==> src/rtl/mdu_pkg.sv <==
// Shared definitions for the iterative multiply/divide unit: op bit
// positions (same order as the decode alu_info mul/div slice), FSM state
// encoding and a small sign-extension helper.
package mdu_pkg;

    localparam int OP_WIDTH  = 13;

    localparam int OP_REMUW  = 0;
    localparam int OP_REMW   = 1;
    localparam int OP_REMU   = 2;
    localparam int OP_REM    = 3;
    localparam int OP_DIVUW  = 4;
    localparam int OP_DIVW   = 5;
    localparam int OP_DIVU   = 6;
    localparam int OP_DIV    = 7;
    localparam int OP_MULW   = 8;
    localparam int OP_MULHU  = 9;
    localparam int OP_MULHSU = 10;
    localparam int OP_MULH   = 11;
    localparam int OP_MUL    = 12;

    // Most-negative 32-bit value sign-extended to 64 bits.
    localparam logic [63:0] SX_MIN32 = 64'hFFFF_FFFF_8000_0000;

    typedef enum logic [2:0] {
        S_IDLE = 3'd0,
        S_MUL  = 3'd1,
        S_DIV  = 3'd2,
        S_FIX  = 3'd3,
        S_DONE = 3'd4
    } mdu_state_t;

    function automatic logic [63:0] sext32(input logic [31:0] v);
        return {{32{v[31]}}, v};
    endfunction

endpackage

==> src/rtl/mdu_div_step.sv <==
// One restoring-division step: shift the next dividend bit into the partial
// remainder and subtract the divisor if it fits.
module mdu_div_step #(
    parameter int XLEN = 64
) (
    input  logic [XLEN-1:0] i_rem,
    input  logic            i_bit,
    input  logic [XLEN-1:0] i_divisor,
    output logic [XLEN-1:0] o_rem,
    output logic            o_qbit
);

    logic [XLEN:0]   w_trial;
    logic [XLEN-1:0] w_diff;

    assign w_trial = {i_rem, i_bit};
    // The remainder stays below the divisor, so a fitting subtraction never
    // needs the top trial bit.
    assign w_diff  = w_trial[XLEN-1:0] - i_divisor;

    // Keep the difference when the divisor fits, otherwise restore.
    always_comb begin
        o_rem  = w_trial[XLEN-1:0];
        o_qbit = 1'b0;
        if (w_trial >= {1'b0, i_divisor}) begin
            o_rem  = w_diff;
            o_qbit = 1'b1;
        end
    end

endmodule

==> src/rtl/mdu_iter.sv <==
// Iterative RV64/RV32 M-extension multiply/divide unit sitting beside the
// execute-stage ALU. One op at a time through a valid/ready handshake; the
// result is held until the consumer accepts it.
//
//   state  | meaning
//   -------+------------------------------------------------------------
//   IDLE   | ready for a request; divide special cases resolved here
//   MUL    | shift-add, MUL_UNROLL product bits per cycle
//   DIV    | restoring divide, one quotient bit per cycle
//   FIX    | sign correction, half select, W sign extension
//   DONE   | result valid, waiting for mdu_i_result_ready
module mdu_iter
    import mdu_pkg::*;
#(
    parameter int XLEN       = 64,
    parameter int MUL_UNROLL = 1
) (
    input  logic                clk,
    input  logic                rst,
    input  logic                mdu_i_valid,
    output logic                mdu_o_ready,
    input  logic [OP_WIDTH-1:0] mdu_i_op,
    input  logic [XLEN-1:0]     mdu_i_src1,
    input  logic [XLEN-1:0]     mdu_i_src2,
    input  logic                mdu_i_flush,
    output logic                mdu_o_valid,
    output logic [XLEN-1:0]     mdu_o_result,
    input  logic                mdu_i_result_ready
);

    localparam int CNT_W = $clog2(XLEN);
    localparam logic [CNT_W-1:0] MUL_CNT_D = CNT_W'(XLEN / MUL_UNROLL - 1);
    localparam logic [CNT_W-1:0] MUL_CNT_W = CNT_W'(32 / MUL_UNROLL - 1);
    localparam logic [CNT_W-1:0] DIV_CNT_D = CNT_W'(XLEN - 1);
    localparam logic [CNT_W-1:0] DIV_CNT_W = CNT_W'(31);

    mdu_state_t r_state;
    mdu_state_t w_state_next;

    logic [CNT_W-1:0]  r_cnt;
    logic              r_is_mul;
    logic              r_is_w;
    logic              r_is_rem;
    logic              r_hi;
    logic              r_neg_q;
    logic              r_neg_r;
    logic [2*XLEN-1:0] r_mcand;
    logic [XLEN-1:0]   r_mplier;
    logic [2*XLEN-1:0] r_prod;
    logic [XLEN-1:0]   r_rem;
    logic [XLEN-1:0]   r_quo;
    logic [XLEN-1:0]   r_divisor;
    logic [XLEN-1:0]   r_result;

    // ---------------- request decode ----------------
    logic w_op_onehot, w_op_legal, w_accept;
    logic w_is_w, w_is_mul, w_is_rem, w_hi, w_sgn1, w_sgn2;

    assign w_op_onehot = (mdu_i_op != '0) &&
                         ((mdu_i_op & (mdu_i_op - OP_WIDTH'(1))) == '0);

    assign w_is_w   = mdu_i_op[OP_REMUW] | mdu_i_op[OP_REMW] | mdu_i_op[OP_DIVUW] |
                      mdu_i_op[OP_DIVW]  | mdu_i_op[OP_MULW];
    assign w_is_mul = mdu_i_op[OP_MULW]  | mdu_i_op[OP_MULHU] | mdu_i_op[OP_MULHSU] |
                      mdu_i_op[OP_MULH]  | mdu_i_op[OP_MUL];
    assign w_is_rem = mdu_i_op[OP_REMUW] | mdu_i_op[OP_REMW] | mdu_i_op[OP_REMU] |
                      mdu_i_op[OP_REM];
    assign w_hi     = mdu_i_op[OP_MULHU] | mdu_i_op[OP_MULHSU] | mdu_i_op[OP_MULH];
    assign w_sgn2   = mdu_i_op[OP_REMW]  | mdu_i_op[OP_REM]  | mdu_i_op[OP_DIVW] |
                      mdu_i_op[OP_DIV]   | mdu_i_op[OP_MULW] | mdu_i_op[OP_MULH] |
                      mdu_i_op[OP_MUL];
    // mulhsu treats only rs1 as signed
    assign w_sgn1   = w_sgn2 | mdu_i_op[OP_MULHSU];

    // W ops do not exist on a 32-bit core
    assign w_op_legal = w_op_onehot && ((XLEN == 64) || !w_is_w);
    assign w_accept   = mdu_i_valid && (r_state == S_IDLE) && !mdu_i_flush && w_op_legal;

    // ---------------- operand prep ----------------
    logic [63:0]     w_sx1, w_sx2;
    logic [XLEN-1:0] w_a_ext, w_b_ext, w_a_mag, w_b_mag, w_min_neg;
    logic            w_a_neg, w_b_neg;

    assign w_sx1 = sext32(mdu_i_src1[31:0]);
    assign w_sx2 = sext32(mdu_i_src2[31:0]);

    assign w_a_ext = !w_is_w ? mdu_i_src1 :
                     (w_sgn1 ? w_sx1[XLEN-1:0] : XLEN'(mdu_i_src1[31:0]));
    assign w_b_ext = !w_is_w ? mdu_i_src2 :
                     (w_sgn2 ? w_sx2[XLEN-1:0] : XLEN'(mdu_i_src2[31:0]));

    assign w_a_neg = w_sgn1 & w_a_ext[XLEN-1];
    assign w_b_neg = w_sgn2 & w_b_ext[XLEN-1];
    assign w_a_mag = w_a_neg ? -w_a_ext : w_a_ext;
    assign w_b_mag = w_b_neg ? -w_b_ext : w_b_ext;

    // ---------------- divide special cases ----------------
    logic            w_div_zero, w_ovf, w_special;
    logic [XLEN-1:0] w_special_res;

    assign w_min_neg  = w_is_w ? SX_MIN32[XLEN-1:0] : {1'b1, {(XLEN-1){1'b0}}};
    assign w_div_zero = !w_is_mul && (w_b_ext == '0);
    assign w_ovf      = !w_is_mul && w_sgn2 && (w_a_ext == w_min_neg) && (&w_b_ext);
    assign w_special  = w_div_zero | w_ovf;

    // Divide-by-zero and signed overflow have fixed answers, no iteration.
    always_comb begin
        w_special_res = '0;
        if (w_div_zero) begin
            if (w_is_rem)
                w_special_res = w_is_w ? w_sx1[XLEN-1:0] : mdu_i_src1;
            else
                w_special_res = '1;
        end else if (w_ovf && !w_is_rem) begin
            w_special_res = w_a_ext;
        end
    end

    // ---------------- iteration datapath ----------------
    logic [2*XLEN-1:0] w_prod_next;
    logic [XLEN-1:0]   w_rem_next;
    logic              w_qbit;

    // Add the shifted multiplicand for each set multiplier bit this cycle.
    always_comb begin
        w_prod_next = r_prod;
        for (int j = 0; j < MUL_UNROLL; j++) begin
            if (r_mplier[j])
                w_prod_next = w_prod_next + (r_mcand << j);
        end
    end

    mdu_div_step #(
        .XLEN(XLEN)
    ) u_div_step (
        .i_rem     (r_rem),
        .i_bit     (r_quo[XLEN-1]),
        .i_divisor (r_divisor),
        .o_rem     (w_rem_next),
        .o_qbit    (w_qbit)
    );

    // ---------------- result fix-up ----------------
    logic [2*XLEN-1:0] w_prod_signed;
    logic [XLEN-1:0]   w_mul_sel, w_div_sel, w_fix_raw, w_fix_res;
    logic [63:0]       w_fix_sx;

    assign w_prod_signed = r_neg_q ? -r_prod : r_prod;
    assign w_mul_sel     = r_hi ? w_prod_signed[2*XLEN-1:XLEN] : w_prod_signed[XLEN-1:0];
    assign w_div_sel     = r_is_rem ? (r_neg_r ? -r_rem : r_rem)
                                    : (r_neg_q ? -r_quo : r_quo);
    assign w_fix_raw     = r_is_mul ? w_mul_sel : w_div_sel;
    assign w_fix_sx      = sext32(w_fix_raw[31:0]);
    assign w_fix_res     = r_is_w ? w_fix_sx[XLEN-1:0] : w_fix_raw;

    // ---------------- FSM ----------------
    // State register.
    always_ff @(posedge clk or posedge rst) begin
        if (rst)
            r_state <= S_IDLE;
        else
            r_state <= w_state_next;
    end

    // Next-state logic; flush overrides every transition.
    always_comb begin
        w_state_next = r_state;
        if (mdu_i_flush) begin
            w_state_next = S_IDLE;
        end else begin
            case (r_state)
                S_IDLE: begin
                    if (w_accept) begin
                        if (w_special)
                            w_state_next = S_DONE;
                        else if (w_is_mul)
                            w_state_next = S_MUL;
                        else
                            w_state_next = S_DIV;
                    end
                end
                S_MUL, S_DIV: begin
                    if (r_cnt == '0)
                        w_state_next = S_FIX;
                end
                S_FIX:   w_state_next = S_DONE;
                S_DONE: begin
                    if (mdu_i_result_ready)
                        w_state_next = S_IDLE;
                end
                default: w_state_next = S_IDLE;
            endcase
        end
    end

    // Handshake outputs decoded from the current state.
    always_comb begin
        mdu_o_ready = (r_state == S_IDLE);
        mdu_o_valid = (r_state == S_DONE);
    end

    assign mdu_o_result = r_result;

    // Operand latch, multiply/divide iteration and result capture.
    always_ff @(posedge clk or posedge rst) begin
        if (rst) begin
            r_cnt     <= '0;
            r_is_mul  <= 1'b0;
            r_is_w    <= 1'b0;
            r_is_rem  <= 1'b0;
            r_hi      <= 1'b0;
            r_neg_q   <= 1'b0;
            r_neg_r   <= 1'b0;
            r_mcand   <= '0;
            r_mplier  <= '0;
            r_prod    <= '0;
            r_rem     <= '0;
            r_quo     <= '0;
            r_divisor <= '0;
            r_result  <= '0;
        end else begin
            case (r_state)
                S_IDLE: begin
                    if (w_accept) begin
                        r_is_mul  <= w_is_mul;
                        r_is_w    <= w_is_w;
                        r_is_rem  <= w_is_rem;
                        r_hi      <= w_hi;
                        r_neg_q   <= w_a_neg ^ w_b_neg;
                        r_neg_r   <= w_a_neg;
                        r_mcand   <= {{XLEN{1'b0}}, w_a_mag};
                        r_mplier  <= w_b_mag;
                        r_prod    <= '0;
                        r_rem     <= '0;
                        // W dividends are left-aligned so 32 steps consume them
                        r_quo     <= w_is_w ? (w_a_mag << (XLEN - 32)) : w_a_mag;
                        r_divisor <= w_b_mag;
                        if (w_is_mul)
                            r_cnt <= w_is_w ? MUL_CNT_W : MUL_CNT_D;
                        else
                            r_cnt <= w_is_w ? DIV_CNT_W : DIV_CNT_D;
                        if (w_special)
                            r_result <= w_special_res;
                    end
                end
                S_MUL: begin
                    r_prod   <= w_prod_next;
                    r_mcand  <= r_mcand << MUL_UNROLL;
                    r_mplier <= r_mplier >> MUL_UNROLL;
                    r_cnt    <= r_cnt - CNT_W'(1);
                end
                S_DIV: begin
                    r_rem <= w_rem_next;
                    r_quo <= {r_quo[XLEN-2:0], w_qbit};
                    r_cnt <= r_cnt - CNT_W'(1);
                end
                S_FIX: begin
                    r_result <= w_fix_res;
                end
                default: ;
            endcase
        end
    end

endmodule

==> config.mk <==
export PLATFORM = sky130hd
export DESIGN_NAME = mdu_iter
export DESIGN_NICKNAME = d
export VERILOG_FILES = /design/src/rtl/mdu_pkg.sv /design/src/rtl/mdu_div_step.sv /design/src/rtl/mdu_iter.sv
export SDC_FILE = /design/constraint.sdc
export NUM_CORES = 2
export LEC_CHECK = 0
export ABC_CLOCK_PERIOD_IN_PS = 21900
export BUFFER_PORTS_ARGS = -buffer_cell sky130_fd_sc_hd__buf_2
export CORE_MARGIN = 5
export CORE_UTILIZATION = 40
export CTS_BUF_LIST = sky130_fd_sc_hd__clkbuf_2
export DETAILED_ROUTE_END_ITERATION = 10
export PLACE_DENSITY = 0.59
export SLEW_MARGIN = 10
export SYNTH_ARGS = -nofsm -noshare
export SYNTH_HDL_FRONTEND = slang
export SYNTH_SLANG_ARGS = --single-unit
==> constraint.sdc <==
create_clock -name clk -period 21.9 [get_ports clk]
set_clock_uncertainty 0.15 [all_clocks]
set_input_delay 0 -clock clk [delete_from_list [all_inputs] [get_ports clk]]
set_output_delay 0 -clock clk [all_outputs]
set_load 0.01 [all_outputs]
==> out/qor.yml <==
power:
  ir_worst_vdd_v: 0.0000670
  total_power_w: 0.00576
  power_density_nw_per_um2: 99.0
  power_leakage_nw: 25.6
sta:
  maxSlewHeadroom_pct: 10.5
  fin_crit_sh_pct: 42.9
  setup_viol: 0
  rsz0062_at_grt: "no"
  tightest_slew_ns: 1.34
  slew_violations: 0
  min_period_ns: 9.39
  hold_viol_final: 0
  fmax_mhz: 106
  finalSetupTns_ns: 0
routing:
  routed_wl_mm: 216
  drtIter0Drc: 6459
  vias: 52900
  first_pass_iters: 8
  antenna_left: 0
  vias_per_cell: 6.24
  wire_per_inst_um: 25.4
  remaining_drc_errors: 0
clock_network:
  clock_latency_ns: 1.70
  post_cts_buffers: 0
  ctsHoldBuffers: 735
  cts_buffers: 171
  cts_root_buffer: "clkbuf_2"
  clk_pin_slew_ns: 0.11
  clk_path_buf_depth: 3
  htreeDepth: 4
  cts_tree: "done"
  cts_sinks: 591
  cts_resized: 0
finish:
  final_area_um2: 58200
  final_nets: 7165
  fill_cells: 11300
  layout_commonest_cell: "nand2_1"
  drive_gt1_share_pct: 9.07
  layout_common_cells: "nand2_1, dlygate4sd3_1, o21ai_0"
  syn2layout_area_growth_pct: 24.0
  finalCoreUtilization_pct: 50.0
yosys:
  synthesis.area_um2: 46900
  synth_compound_gate_area_share_pct: 28.2
  synth_adder_area_share_pct: 5.42
  synth.net_count: 6358
  syn_inst: 6011
  synthSimpleGateAreaFrac_pct: 19.7
  synth_area_per_cell_um2: 7.80
  yosys_warnings: 0
  muxShareOfSynthArea_pct: 1.12
  synthXorXnorAreaFrac_pct: 9.77
  yosysUniqueCellTypes: 81
  ys_seq_area_share_pct: 31.5
  synth_flop_cell: "dfrtp_1"
  synth_edf_count: 0
  synth-async-reset-ratio_pct: 100
  ys_ff_latch: 591
  synth_top_family_by_area: "compound AO/OA/AOI/OAI gates"
setup_path:
  r2r_cells: 14
  crit_start: "mdu_i_op[0]"
  start_kind: "input port"
  critPathMaxFanout: 65
  cp.required_ns: 23.33
  worstSetupPathType: "in2reg"
  cp_slowest_stage_delay_ns: 1.21
  rrSetupSlack_ns: 15.12
  cp.buffers_inverters: 15
  worstReg2RegStart: "r_prod[13]$_DFFE_PP0P_"
  path_delay_family: "buffers and inverters"
  path_common_cell: "dlygate4sd3_1"
  worstSetupEndpointType: "register"
  r2r_end: "mdu_o_result[61]$_DFFE_PP0P_"
  cp.arrival_ns: 10.82
  slowest_stage: "dlygate4sd3_1"
die:
  die_x_um: 352
  core_um2: 116000
  pin_count: 212
  num_rows: 125
  dieHeight_um: 352
  dieArea_um2: 124000
  start_util_pct: 40.3
placed_design:
  port_buffers: 211
  place_congestion: 1.02
  dpl_cell_area_um2: 49100
  dp_hpwl_mm: 150
grt:
  grt_max_degree: 138
  grtUsageTotal_pct: 33.4
  grt_pass1_wl_mm: 323
  grt_pass1_vias: 50900
  antenna_found_initial: 23
  grt-ovfl-total: 0
worst_hold_path:
  hold_path.class: "in2async"
outcome:
  outcome: "completed"
flow_run:
  cap_violations: 0
how the worst max path moves through the flow:
stage                                   endpoint  depth (start not counted)
floorplan            mdu_o_result[0]$_DFFE_PP0P_                          1
global placement           r_quo[13]$_DFFE_PP0P_                         15
detailed placement         r_quo[12]$_DFFE_PP0P_                         15
CTS                 mdu_o_result[54]$_DFFE_PP0P_                         26
global route        mdu_o_result[54]$_DFFE_PP0P_                         26
finish              mdu_o_result[60]$_DFFE_PP0P_                         26
tightest hold or removal path: cells and delay by family:
family   cells  cell delay [ns]
buf+inv      6             2.45
stage by stage:
stage	setup slack, ns	hold WS, ns	instances
final	12.51	0.152	8477
after global routing	12.40	0.157	8470
after CTS	13.14	0.00471	8461
after detailed placement	16.36	0.0723	7433
after global placement	16.41	0.0680	7433
after floorplan	5.21	-0.0836	6011
state kept, by name (all words and copies together), names as in the netlist:
register,count
r_neg_q,1
r_rem,64
r_mcand,128
r_neg_r,1
mdu_o_result,64
r_is_rem,1
r_state,3
r_hi,1
r_divisor,64
r_cnt,6
r_is_w,1
r_mplier,64
r_is_mul,1
r_prod,128
r_quo,64
layout make-up:
| type | instances | area, µm² | share of cell area, % |
|---|---|---|---|
| clock inverter | 53 | 374 | 0.643 |
| sequential | 591 | 14800 | 25.4 |
| multi-input combinational | 4888 | 30300 | 52.0 |
| inverter | 148 | 563 | 0.968 |
| clock buffer | 240 | 1200 | 2.07 |
| antenna | 15 | 37.5 | 0.0645 |
| tap | 1524 | 1910 | 3.28 |
| timing repair buffer | 1018 | 9020 | 15.5 |
cells in the mapped netlist, types with 143 or more instances:
cell type | instances | area share, %
o31ai_1 | 143 | 2.3
a21oi_1 | 539 | 5.8
ha_1 | 199 | 5.3
xor2_1 | 232 | 4.3
inv_1 | 148 | 1.2
nand3_1 | 194 | 2.1
nand2_1 | 760 | 6.1
a21o_1 | 160 | 2.6
o21ai_0 | 683 | 7.3
clkbuf_1 | 341 | 2.7
xnor2_1 | 291 | 5.4
nor2_1 | 464 | 3.7
dfrtp_1 | 591 | 32
logic make-up (layout without fill, tap and decap cells):
group / after synthesis / in the layout
DFF: 591 / 591
and+or+nand+nor: 1993 / 1993
other: 0 / 15
AOI/OAI and AO/OA: 2118 / 2118
adders and majority gates: 202 / 202
buffers and inverters: 532 / 1459
muxes: 52 / 52
xor gates and xnor gates: 523 / 523
power by group:
group | total, W | internal (W) | switching, W | leakage (nW)
logic | 0.00313 | 0.00125 | 0.00188 | 17.4
clock network | 0.000913 | 0.000357 | 0.000557 | 1.17
registers | 0.00171 | 0.00133 | 0.000383 | 7.00
layer usage:
layer	vias up	GRT usage (%)	share of wire [%]
met5	-	0	0.15
met4	18	15.2	5.0
met3	667	10.3	11
met2	3089	48.2	41
met1	25500	45.7	42
li1	23700	-	-
No activity file was read; power rests on OpenSTA's default activity.
